## src/rtl/cook_time_entry_if.sv

```systemverilog
// Panel-side bundle between the debounced front-panel buttons and the cook-time controller.
// Latency: none, pure wiring.
// Backpressure: none; button inputs are levels and the outputs are held registers.
interface cook_time_entry_if;
    // Debounced button levels and oven-timer status inputs
    logic        btn_min;
    logic        btn_sec;
    logic        btn_clear;
    logic        btn_start;
    logic        preheated;
    logic        done;

    // Cook-time request towards the oven timer plus panel indicators
    logic [12:0] cookTime;
    logic        timeinputdone;
    logic        entry_active;
    logic        alarm;

    // Panel / test side: drives buttons and timer status, observes the request
    modport master (
        output btn_min,
        output btn_sec,
        output btn_clear,
        output btn_start,
        output preheated,
        output done,
        input  cookTime,
        input  timeinputdone,
        input  entry_active,
        input  alarm
    );

    // Controller side
    modport slave (
        input  btn_min,
        input  btn_sec,
        input  btn_clear,
        input  btn_start,
        input  preheated,
        input  done,
        output cookTime,
        output timeinputdone,
        output entry_active,
        output alarm
    );
endinterface

```

## src/rtl/cook_time_entry.sv

```systemverilog
// Front-panel cook-time entry: button edges -> saturating seconds request, arm/cook/alarm sequencing.
// Latency: one cycle from a button edge or done/preheated sample to the registered outputs.
// Backpressure: none; held buttons act once, lower-priority edges in the same cycle are dropped.
module cook_time_entry #(
    parameter int MAX_TIME     = 3599,
    parameter int STEP_SEC     = 10,
    parameter int STEP_MIN     = 60,
    parameter int ALARM_CYCLES = 100
) (
    input  logic             clk,
    input  logic             reset,
    cook_time_entry_if.slave panel
);

    localparam int          CNT_W      = $clog2(ALARM_CYCLES + 1);
    localparam logic [13:0] MAX_W      = 14'(MAX_TIME);
    localparam logic [13:0] STEP_MIN_W = 14'(STEP_MIN);
    localparam logic [13:0] STEP_SEC_W = 14'(STEP_SEC);
    localparam logic [CNT_W-1:0] ALARM_LOAD = CNT_W'(ALARM_CYCLES);
    localparam logic [CNT_W-1:0] CNT_ONE    = CNT_W'(1);

    typedef enum logic [2:0] {
        S_IDLE,
        S_ENTRY,
        S_ARMED,
        S_COOKING,
        S_ALARM
    } state_t;

    typedef enum logic [2:0] {
        ACT_NONE,
        ACT_CLEAR,
        ACT_START,
        ACT_MIN,
        ACT_SEC
    } act_t;

    state_t           r_state;
    state_t           w_state_nxt;

    // Previous button levels; reset to 1 so a button held through reset must be released first
    logic             r_prev_min;
    logic             r_prev_sec;
    logic             r_prev_clear;
    logic             r_prev_start;

    logic             w_edge_min;
    logic             w_edge_sec;
    logic             w_edge_clear;
    logic             w_edge_start;
    act_t             w_act;

    logic [12:0]      r_cook_time;
    logic [12:0]      w_cook_time_nxt;
    logic             r_tid;
    logic             w_tid_nxt;
    logic             r_alarm;
    logic             w_alarm_nxt;
    logic             r_entry_active;
    logic [CNT_W-1:0] r_alarm_cnt;
    logic [CNT_W-1:0] w_alarm_cnt_nxt;

    logic [13:0]      w_step;
    logic [13:0]      w_sum;
    logic [12:0]      w_sum_sat;

    assign w_edge_min   = panel.btn_min   & ~r_prev_min;
    assign w_edge_sec   = panel.btn_sec   & ~r_prev_sec;
    assign w_edge_clear = panel.btn_clear & ~r_prev_clear;
    assign w_edge_start = panel.btn_start & ~r_prev_start;

    // Pick the single action for this cycle: clear > start > min > sec
    always_comb begin
        w_act = ACT_NONE;
        if (w_edge_clear) begin
            w_act = ACT_CLEAR;
        end else if (w_edge_start) begin
            w_act = ACT_START;
        end else if (w_edge_min) begin
            w_act = ACT_MIN;
        end else if (w_edge_sec) begin
            w_act = ACT_SEC;
        end
    end

    // Add the selected step one bit wider than cookTime so the ceiling compare sees the true sum
    always_comb begin
        w_step    = (w_act == ACT_MIN) ? STEP_MIN_W : STEP_SEC_W;
        w_sum     = {1'b0, r_cook_time} + w_step;
        w_sum_sat = (w_sum > MAX_W) ? MAX_W[12:0] : w_sum[12:0];
    end

    // Next-state and next-output decode
    always_comb begin
        w_state_nxt     = r_state;
        w_cook_time_nxt = r_cook_time;
        w_tid_nxt       = r_tid;
        w_alarm_nxt     = r_alarm;
        w_alarm_cnt_nxt = r_alarm_cnt;

        case (r_state)
            S_IDLE: begin
                w_cook_time_nxt = '0;
                w_tid_nxt       = 1'b0;
                w_alarm_nxt     = 1'b0;
                if (w_act == ACT_MIN || w_act == ACT_SEC) begin
                    w_cook_time_nxt = w_sum_sat;
                    w_state_nxt     = S_ENTRY;
                end
            end

            S_ENTRY: begin
                case (w_act)
                    ACT_CLEAR: begin
                        w_cook_time_nxt = '0;
                        w_state_nxt     = S_IDLE;
                    end
                    ACT_START: begin
                        // An empty request is never handed to the timer
                        if (r_cook_time != '0) begin
                            w_tid_nxt   = 1'b1;
                            w_state_nxt = S_ARMED;
                        end
                    end
                    ACT_MIN, ACT_SEC: begin
                        w_cook_time_nxt = w_sum_sat;
                    end
                    default: begin
                    end
                endcase
            end

            S_ARMED: begin
                if (w_act == ACT_CLEAR) begin
                    w_tid_nxt       = 1'b0;
                    w_cook_time_nxt = '0;
                    w_state_nxt     = S_IDLE;
                end else if (panel.preheated) begin
                    w_state_nxt = S_COOKING;
                end
            end

            S_COOKING: begin
                // Completion outranks a simultaneous cancel so the alarm is never lost
                if (panel.done) begin
                    w_tid_nxt       = 1'b0;
                    w_cook_time_nxt = '0;
                    w_alarm_nxt     = 1'b1;
                    w_alarm_cnt_nxt = ALARM_LOAD;
                    w_state_nxt     = S_ALARM;
                end else if (w_act == ACT_CLEAR) begin
                    w_tid_nxt       = 1'b0;
                    w_cook_time_nxt = '0;
                    w_state_nxt     = S_IDLE;
                end else if (!panel.preheated) begin
                    w_state_nxt = S_ARMED;
                end
            end

            S_ALARM: begin
                // Counter holds the remaining high cycles including the current one
                if (w_act != ACT_NONE || r_alarm_cnt <= CNT_ONE) begin
                    w_alarm_nxt     = 1'b0;
                    w_alarm_cnt_nxt = '0;
                    w_cook_time_nxt = '0;
                    w_state_nxt     = S_IDLE;
                end else begin
                    w_alarm_cnt_nxt = r_alarm_cnt - CNT_ONE;
                end
            end

            default: begin
                w_state_nxt     = S_IDLE;
                w_cook_time_nxt = '0;
                w_tid_nxt       = 1'b0;
                w_alarm_nxt     = 1'b0;
                w_alarm_cnt_nxt = '0;
            end
        endcase
    end

    // State, edge-history and registered outputs
    always_ff @(posedge clk or posedge reset) begin
        if (reset) begin
            r_state        <= S_IDLE;
            r_prev_min     <= 1'b1;
            r_prev_sec     <= 1'b1;
            r_prev_clear   <= 1'b1;
            r_prev_start   <= 1'b1;
            r_cook_time    <= '0;
            r_tid          <= 1'b0;
            r_alarm        <= 1'b0;
            r_alarm_cnt    <= '0;
            r_entry_active <= 1'b0;
        end else begin
            r_state        <= w_state_nxt;
            r_prev_min     <= panel.btn_min;
            r_prev_sec     <= panel.btn_sec;
            r_prev_clear   <= panel.btn_clear;
            r_prev_start   <= panel.btn_start;
            r_cook_time    <= w_cook_time_nxt;
            r_tid          <= w_tid_nxt;
            r_alarm        <= w_alarm_nxt;
            r_alarm_cnt    <= w_alarm_cnt_nxt;
            r_entry_active <= (w_state_nxt == S_ENTRY);
        end
    end

    assign panel.cookTime      = r_cook_time;
    assign panel.timeinputdone = r_tid;
    assign panel.alarm         = r_alarm;
    assign panel.entry_active  = r_entry_active;

endmodule

```

## src/flat_wrapper.sv

```systemverilog
// flat-port wrapper written by rule: the top's interface ports become plain ports
module cook_time_entry_flat 
#(
    parameter int MAX_TIME     = 3599,
    parameter int STEP_SEC     = 10,
    parameter int STEP_MIN     = 60,
    parameter int ALARM_CYCLES = 100
)
  (clk, reset, panel_btn_min, panel_btn_sec, panel_btn_clear, panel_btn_start, panel_preheated, panel_done, panel_cookTime, panel_timeinputdone, panel_entry_active, panel_alarm);
  cook_time_entry_if panel_i ();
  input  logic clk;
  input  logic reset;
  input wire logic [$bits(panel_i.btn_min)-1:0] panel_btn_min;
  input wire logic [$bits(panel_i.btn_sec)-1:0] panel_btn_sec;
  input wire logic [$bits(panel_i.btn_clear)-1:0] panel_btn_clear;
  input wire logic [$bits(panel_i.btn_start)-1:0] panel_btn_start;
  input wire logic [$bits(panel_i.preheated)-1:0] panel_preheated;
  input wire logic [$bits(panel_i.done)-1:0] panel_done;
  output wire logic [$bits(panel_i.cookTime)-1:0] panel_cookTime;
  output wire logic [$bits(panel_i.timeinputdone)-1:0] panel_timeinputdone;
  output wire logic [$bits(panel_i.entry_active)-1:0] panel_entry_active;
  output wire logic [$bits(panel_i.alarm)-1:0] panel_alarm;
  assign panel_i.btn_min = panel_btn_min;
  assign panel_i.btn_sec = panel_btn_sec;
  assign panel_i.btn_clear = panel_btn_clear;
  assign panel_i.btn_start = panel_btn_start;
  assign panel_i.preheated = panel_preheated;
  assign panel_i.done = panel_done;
  assign panel_cookTime = panel_i.cookTime;
  assign panel_timeinputdone = panel_i.timeinputdone;
  assign panel_entry_active = panel_i.entry_active;
  assign panel_alarm = panel_i.alarm;
  cook_time_entry #(.MAX_TIME(MAX_TIME), .STEP_SEC(STEP_SEC), .STEP_MIN(STEP_MIN), .ALARM_CYCLES(ALARM_CYCLES)) u_core (.clk(clk), .reset(reset), .panel(panel_i));
endmodule
```

## config.mk

```make
export PLATFORM = sky130hd
export DESIGN_NAME = cook_time_entry_flat
export DESIGN_NICKNAME = d
export VERILOG_FILES = /design/src/rtl/cook_time_entry_if.sv /design/src/rtl/cook_time_entry.sv /design/src/flat_wrapper.sv
export SDC_FILE = /design/constraint.sdc
export NUM_CORES = 1
export LEC_CHECK = 0
export BUFFER_PORTS_ARGS = -buffer_cell sky130_fd_sc_hd__buf_2
export CAP_MARGIN = 20
export CELL_PAD_IN_SITES_DETAIL_PLACEMENT = 0
export CELL_PAD_IN_SITES_GLOBAL_PLACEMENT = 2
export CORE_ASPECT_RATIO = 0.7
export CORE_MARGIN = 2
export CORE_UTILIZATION = 35
export CTS_CLUSTER_DIAMETER = 30
export DETAILED_ROUTE_END_ITERATION = 8
export GPL_TIMING_DRIVEN = 0
export HOLD_SLACK_MARGIN = 0.08
export PLACE_DENSITY = 0.88
export SYNTH_ARGS = -nofsm -noshare
export SYNTH_HDL_FRONTEND = slang
export SYNTH_SLANG_ARGS = --single-unit
```

## constraint.sdc

```tcl
create_clock -name clk -period 3.36 [get_ports clk]
set_input_delay 0.672 -clock clk [delete_from_list [all_inputs] [get_ports clk]]
set_output_delay 0.672 -clock clk [all_outputs]
set_load 0.02 [all_outputs]
```

# Yosys cells after proc, flatten, opt, wreduce, memory -nomap -nowiden
# Cells that the tools add are included.
# word_totals
register_bits	30
latch_bits	0
mem_bits_rw	0
rom_bits	0
inputBits	8
out_inout_bits	16
elab_cells	84
n_memories	0
# op_classes
add_sub_neg	2
mul	0
div	0
magnitude_cmp	2
n_eq_ne	14
n_shift	0
n_mux	33
n_bitwise	11
reduce_logical	12
# op_table
cell	count
$mux 13	5
$pmux 13 s5	1
$mux 3	12
$pmux 13 s2	1
$pmux 7 s3	1
$pmux 3 s5	1
$add 13x14->14	1
$gt 14x12->1 const B	1
$mux 7	2
$reduce_bool 13->1	1
$eq 3x2->1 const B	4
$eq 3x1->1 const B	3
$le 7x1->1 const B	1
$not 1->1	7
$sub 7x1->7 const B	1
$eq 3x3->1 const B	2
$mux 1	6
$mux 6	1
$ne 2x1->1 const B	3
$pmux 3 s2	1
$reduce_and 3->1	2
$and 1x1->1	4
$pmux 1 s4	1
$reduce_and 2->1	2
8 further kinds	10

# Logic depth before layout (Yosys ltp)
# logic_depth
depth_word	13
mapped_depth	11
ltp_nobuf	11

# Worst setup path before layout
# No wires, ideal clock.
# synth_path
path_kind	input port to flip-flop
start	input port panel_btn_min
end	register u_core.r_cook_time[3], in the netlist u_core.panel.cookTime[3]
setup_time_ns	0.136
arrival_ns	3.022
required_ns	3.224
setup_slack_ns	0.202
cell_stages	11
n_path_buf	0
path_cell_list	nor2b_1 nand3_1 ha_1 inv_1 fa_1 and2b_2 o21ai_2 a311oi_1 or4_4 a21oi_1 o211ai_1
# synth_via
elab_chain_cells	11
word_cells_on_any_way	23
classes_between	add/sub (1); order compare (1); eq/ne (5); mux (10); bitwise (1); reduce/logical (5)
# synth_rtl
element	line	rtl
start, declared	flat_wrapper.sv:13	input wire logic [$bits(panel_i.btn_min)-1:0] panel_btn_min;
$and 1x1->1 *	cook_time_entry.sv:67	assign w_edge_min = panel.btn_min & ~r_prev_min;
$mux 3 *	cook_time_entry.sv:79	end else if (w_edge_min) begin
$mux 3 *	cook_time_entry.sv:77	end else if (w_edge_start) begin
$mux 3 *	cook_time_entry.sv:75	if (w_edge_clear) begin
$eq 3x2->1	cook_time_entry.sv:88, cook_time_entry.sv:106, cook_time_entry.sv:113	
$mux 6	cook_time_entry.sv:88	w_step = (w_act == ACT_MIN) ? STEP_MIN_W : STEP_SEC_W;
$add 13x14->14	cook_time_entry.sv:89	w_sum = {1'b0, r_cook_time} + w_step;
$gt 14x12->1	cook_time_entry.sv:90	w_sum_sat = (w_sum > MAX_W) ? MAX_W[12:0] : w_sum[12:0];
$mux 13	cook_time_entry.sv:90	
$pmux 13 s2 / $mux 13 (equally long branches)	cook_time_entry.sv:113, cook_time_entry.sv:106	
$pmux 13 s5	cook_time_entry.sv:101	case (r_state)
end signal, assigned	cook_time_entry.sv:201	r_cook_time <= w_cook_time_nxt;
end, declared	cook_time_entry.sv:53	logic [12:0] r_cook_time;
# Every way passes the cells marked *; elsewhere a longest branch is shown, timed or not.
# A chain may end at the register's enable or synchronous reset.

# Worst setup path in the final report
# layout_path
start	input port panel_btn_min
end	register u_core.r_cook_time[8], in the netlist u_core.panel.cookTime[8]
# Same word-level chain as after synthesis.

==> results.md <==
* Fin crit share at 0.9502
* Dpl cell area at 2135 µm²
* Distinct cells, synth at 56
* Crit start category: primary input
* Highest Clock Rate at 313.2 MHz
* Leakage power at 1.036 nW
* Gr usage total at 0.1709
* Final setup fails at 0
* CP max FO at 7
* Largest area contributor in the netlist: dfrtp_1
* Crit path capture: u_core.panel.cookTime[8]
* Ranking of synthesized cells by area: dfrtp_1 34%, o21ai_0 5.8%, dfstp_2 5.5%, nand2_1 4.3%, ha_1 3.9%
* Port bufs at 23
* Vias at 1693
* Post-synthesis sequential area ratio at 0.3974
* Crit path kind: primary input to register
* Max Cap Viol at 0
* Seq pwr share at 0.357
* Crit end category: register
* Crit path from: panel_btn_min
* Multi-input logic area at 1071 µm²
* Total routed wirelength at 4675 µm
* Worst flop-to-flop path endpoint: u_core.panel.cookTime[8]
* Clock transition at path regs at 70 ps
* CP arrival at 3410 ps
* Synthesized cell area at 1902 µm²
* Register Area at 755.7 µm²
* Worst vdd ir at 252.3 µV
* Final nets at 255
* DIE AREA at 6049 µm²
* Drt first-iter violations at 123
* NetSw at 0.5705 mW
* Mapped Cells at 209
* Worst-skew pair later-pin latency at 280 ps
* TritonCTS buffer count at 5
* Core area at 5230 µm²
* Initial antenna violation count at 0
* Pwr dens at 627.6 nW/µm²
* Die Wd at 92.11 µm
* RD Place Congestion at 0.8216
* Mean number of vias per cell at 5.409
* Hold_buf cts at 0
* R2R Path Start: u_core.r_prev_min
* Design area at 2260 µm²
* Num Clock Sinks at 30
* Drt drc at 0
* Syn_area_per_cell at 9.100 µm²
* Share of Yosys cell area claimed by the top area cell type at 0.3421
* Ys flop type: dfrtp_1
* Row count at 22
* CP max-delay cell: or4_4
* Hold Crit Class: primary input to asynchronous set/reset pin
* Skew final at 6.423 ps
* R2R depth at 11
* Overall die height at 65.68 µm
* First-pass GRT wire length at 8045 µm
* Internal power at 0.8476 mW
* P&R area growth vs syn at 18.82%
* Setup TNS at 0 ps
* FFs w/ async S/R, synth at 1.000
* Wirelength per Cell at 14.94 µm
* Setup repair bufs after CTS at 0
* IO Pins at 24
* H-tree level count at 2
* Critical path, cell by cell: buf_2 > nor2b_1 > nand3_2 > ha_2 > inv_1 > fa_1 > and2b_2 > o21ai_4 > a311oi_1 > or4_4 > a221oi_1 > a21o_1
* R2R Setup Slk at 240 ps
* Pre-Repair DR Iteration Count at 4
* Fill count at 543
* Worst stage delay on the critical path at 590 ps
* Final max-slew violation count at 0
* Final Hold Fails at 0
* Post-route ant nets at 0
* EDFF count, synth at 0
* Post-Syn Nets at 224
* Grt ovf at 0
* Number of global-route vias before repair at 1549
* CTS tree: yes
* Hpwl dp at 3500 µm
* Share of power burned in combinational logic at 0.427
* Status: complete, no violations
* Sw Ratio at 0.4023
* Bufs on Longest Clock Path at 2
* Slew HR at 0.5226
* Final min period at 3193 ps
* Starting density of the core at 0.3636
* Diode count at 0
* Req. time, crit path at 3580 ps
* Seq cells post-synth at 30
* Clock share of power at 0.216
* Largest net degree at the start of global routing at 18
* Layout cells sized above 1 at 0.2324
* Synth Warn # at 0
* Clock Tree Root: clkbuf_8
* Worst Tran Pin Value at 710.6 ps
-- sequential cells by signal (all words and copies together) (netlist names) --
register                    cells
u_core.panel.timeinputdone      1
u_core.panel.alarm              1
u_core.r_prev_start             1
u_core.r_prev_clear             1
u_core.r_state                  3
u_core.panel.entry_active       1
u_core.r_prev_min               1
u_core.panel.cookTime          13
u_core.r_prev_sec               1
u_core.r_alarm_cnt              7
-- kinds of logic (layout without fill, tap and decap cells) --
| kind of cell | after synthesis | in the layout | share of synthesized area |
|---|---|---|---|
| AND/OR/NAND/NOR | 77 | 77 | 0.2197 |
| AO/OA/AOI/OAI | 69 | 69 | 0.2500 |
| flip-flops | 30 | 30 | 0.3974 |
| buffers and inverters | 20 | 52 | 0.05526 |
| adder cells (fa/ha/maj) | 7 | 7 | 0.05000 |
| XOR/XNOR | 6 | 6 | 0.02764 |
-- per-stage QoR --
step           hold WS, ps  setup slack, ps  instances  power [mW]  utilization
2_1_floorplan        449.8            202.3        209      0.9507            -
3_3_place_gp         463.2           -438.1        304       1.097       0.4029
3_5_place_dp         467.3           -422.2        305       1.104       0.4081
4_1_cts              485.5            20.81        313       1.420       0.4278
5_1_grt              483.5           -9.194        313       1.536       0.4321
6_report             481.2            167.2        313       1.418       0.4321
-- timing repair --
| item | 4_1_cts | 5_1_grt |
|---|---|---|
| pin swaps | 0 | 1 |
| setup endpoints to repair | 9 | 9 |
| gates resized for setup | 3 | 5 |
-- worst min path at each step --
stage	start	cells past startpoint	endpoint	slack, ps
2_1_floorplan	u_core.r_alarm_cnt[1]	2	u_core.r_alarm_cnt[1]	450
4_1_cts	reset	2	u_core.panel.cookTime[12]	490
3_5_place_dp	u_core.panel.alarm	2	u_core.panel.alarm	470
6_report	reset	2	u_core.panel.cookTime[7]	480
5_1_grt	panel_btn_sec	1	u_core.r_prev_sec	480
3_3_place_gp	u_core.panel.alarm	2	u_core.panel.alarm	460
-- cells in the final DEF (no fill, tap or decap), types with 4 or more instances in the layout --
cell      instances
clkbuf_8          6
or3_1             4
dfrtp_1          26
dfstp_2           4
buf_2            23
buf_6             4
nor4_1            5
inv_1            10
o21ai_0          21
nor2_1           14
a21oi_1           9
ha_1              5
nand2_1          22
nand2b_1          5
clkbuf_1          5
a21o_1            4
nor2b_1           4
-- cells in the mapped netlist, types with 2 or more instances --
| library cell | count |
|---|---|
| a221oi_1 | 3 |
| inv_1 | 10 |
| nor2b_1 | 4 |
| or4_1 | 3 |
| xnor2_1 | 3 |
| dfstp_2 | 4 |
| a21oi_1 | 11 |
| o211ai_1 | 3 |
| nor4_1 | 5 |
| clkbuf_1 | 5 |
| o21ai_0 | 22 |
| a311oi_1 | 2 |
| a21o_1 | 4 |
| buf_6 | 4 |
| ha_1 | 6 |
| nand3_1 | 4 |
| a22o_1 | 2 |
| dfrtp_1 | 26 |
| nand2_1 | 22 |
| and2_1 | 3 |
| nand2b_1 | 5 |
| o21a_1 | 2 |
| o21ai_2 | 2 |
| xor2_1 | 3 |
| o311ai_0 | 2 |
| nor2_1 | 14 |
| or3_1 | 4 |
| a31oi_1 | 3 |
-- power groups by stage --
stage	Sequential, mW	Combinational [mW]	Clock (mW)
detailed placement	0.510	0.594	0
global route	0.517	0.688	0.331
CTS	0.504	0.602	0.315
global placement	0.510	0.587	0
floorplan	0.530	0.420	0
finish	0.506	0.606	0.307
-- metal layers --
metal / wire, µm / vias to the layer above / track usage
met1: 2556 / 780 / 0.2888
met5: 0 / - / 0
met3: 320 / 2 / 0.03326
met2: 1783 / 65 / 0.2096
li1: - / 846 / -
met4: 14 / 0 / 0.04478
-- worst max-delay path, delay by kind of cell --
family          cells  cell delay, ps
fa+ha+maj           2             650
simple gates        4            1120
buf+inv             2             160
compound gates      4             790
-- cell type report --
cell class,instances,area share
plain buffers,10,0.02990
clock buffers,6,0.03654
clock inverters,2,0.005537
inverters,10,0.01661
multi-input cells,159,0.4740
flip-flops and latches,30,0.3344
well taps,72,0.03987
repair buffers,24,0.06312
Note: power is estimated with default switching activity, not from simulation.
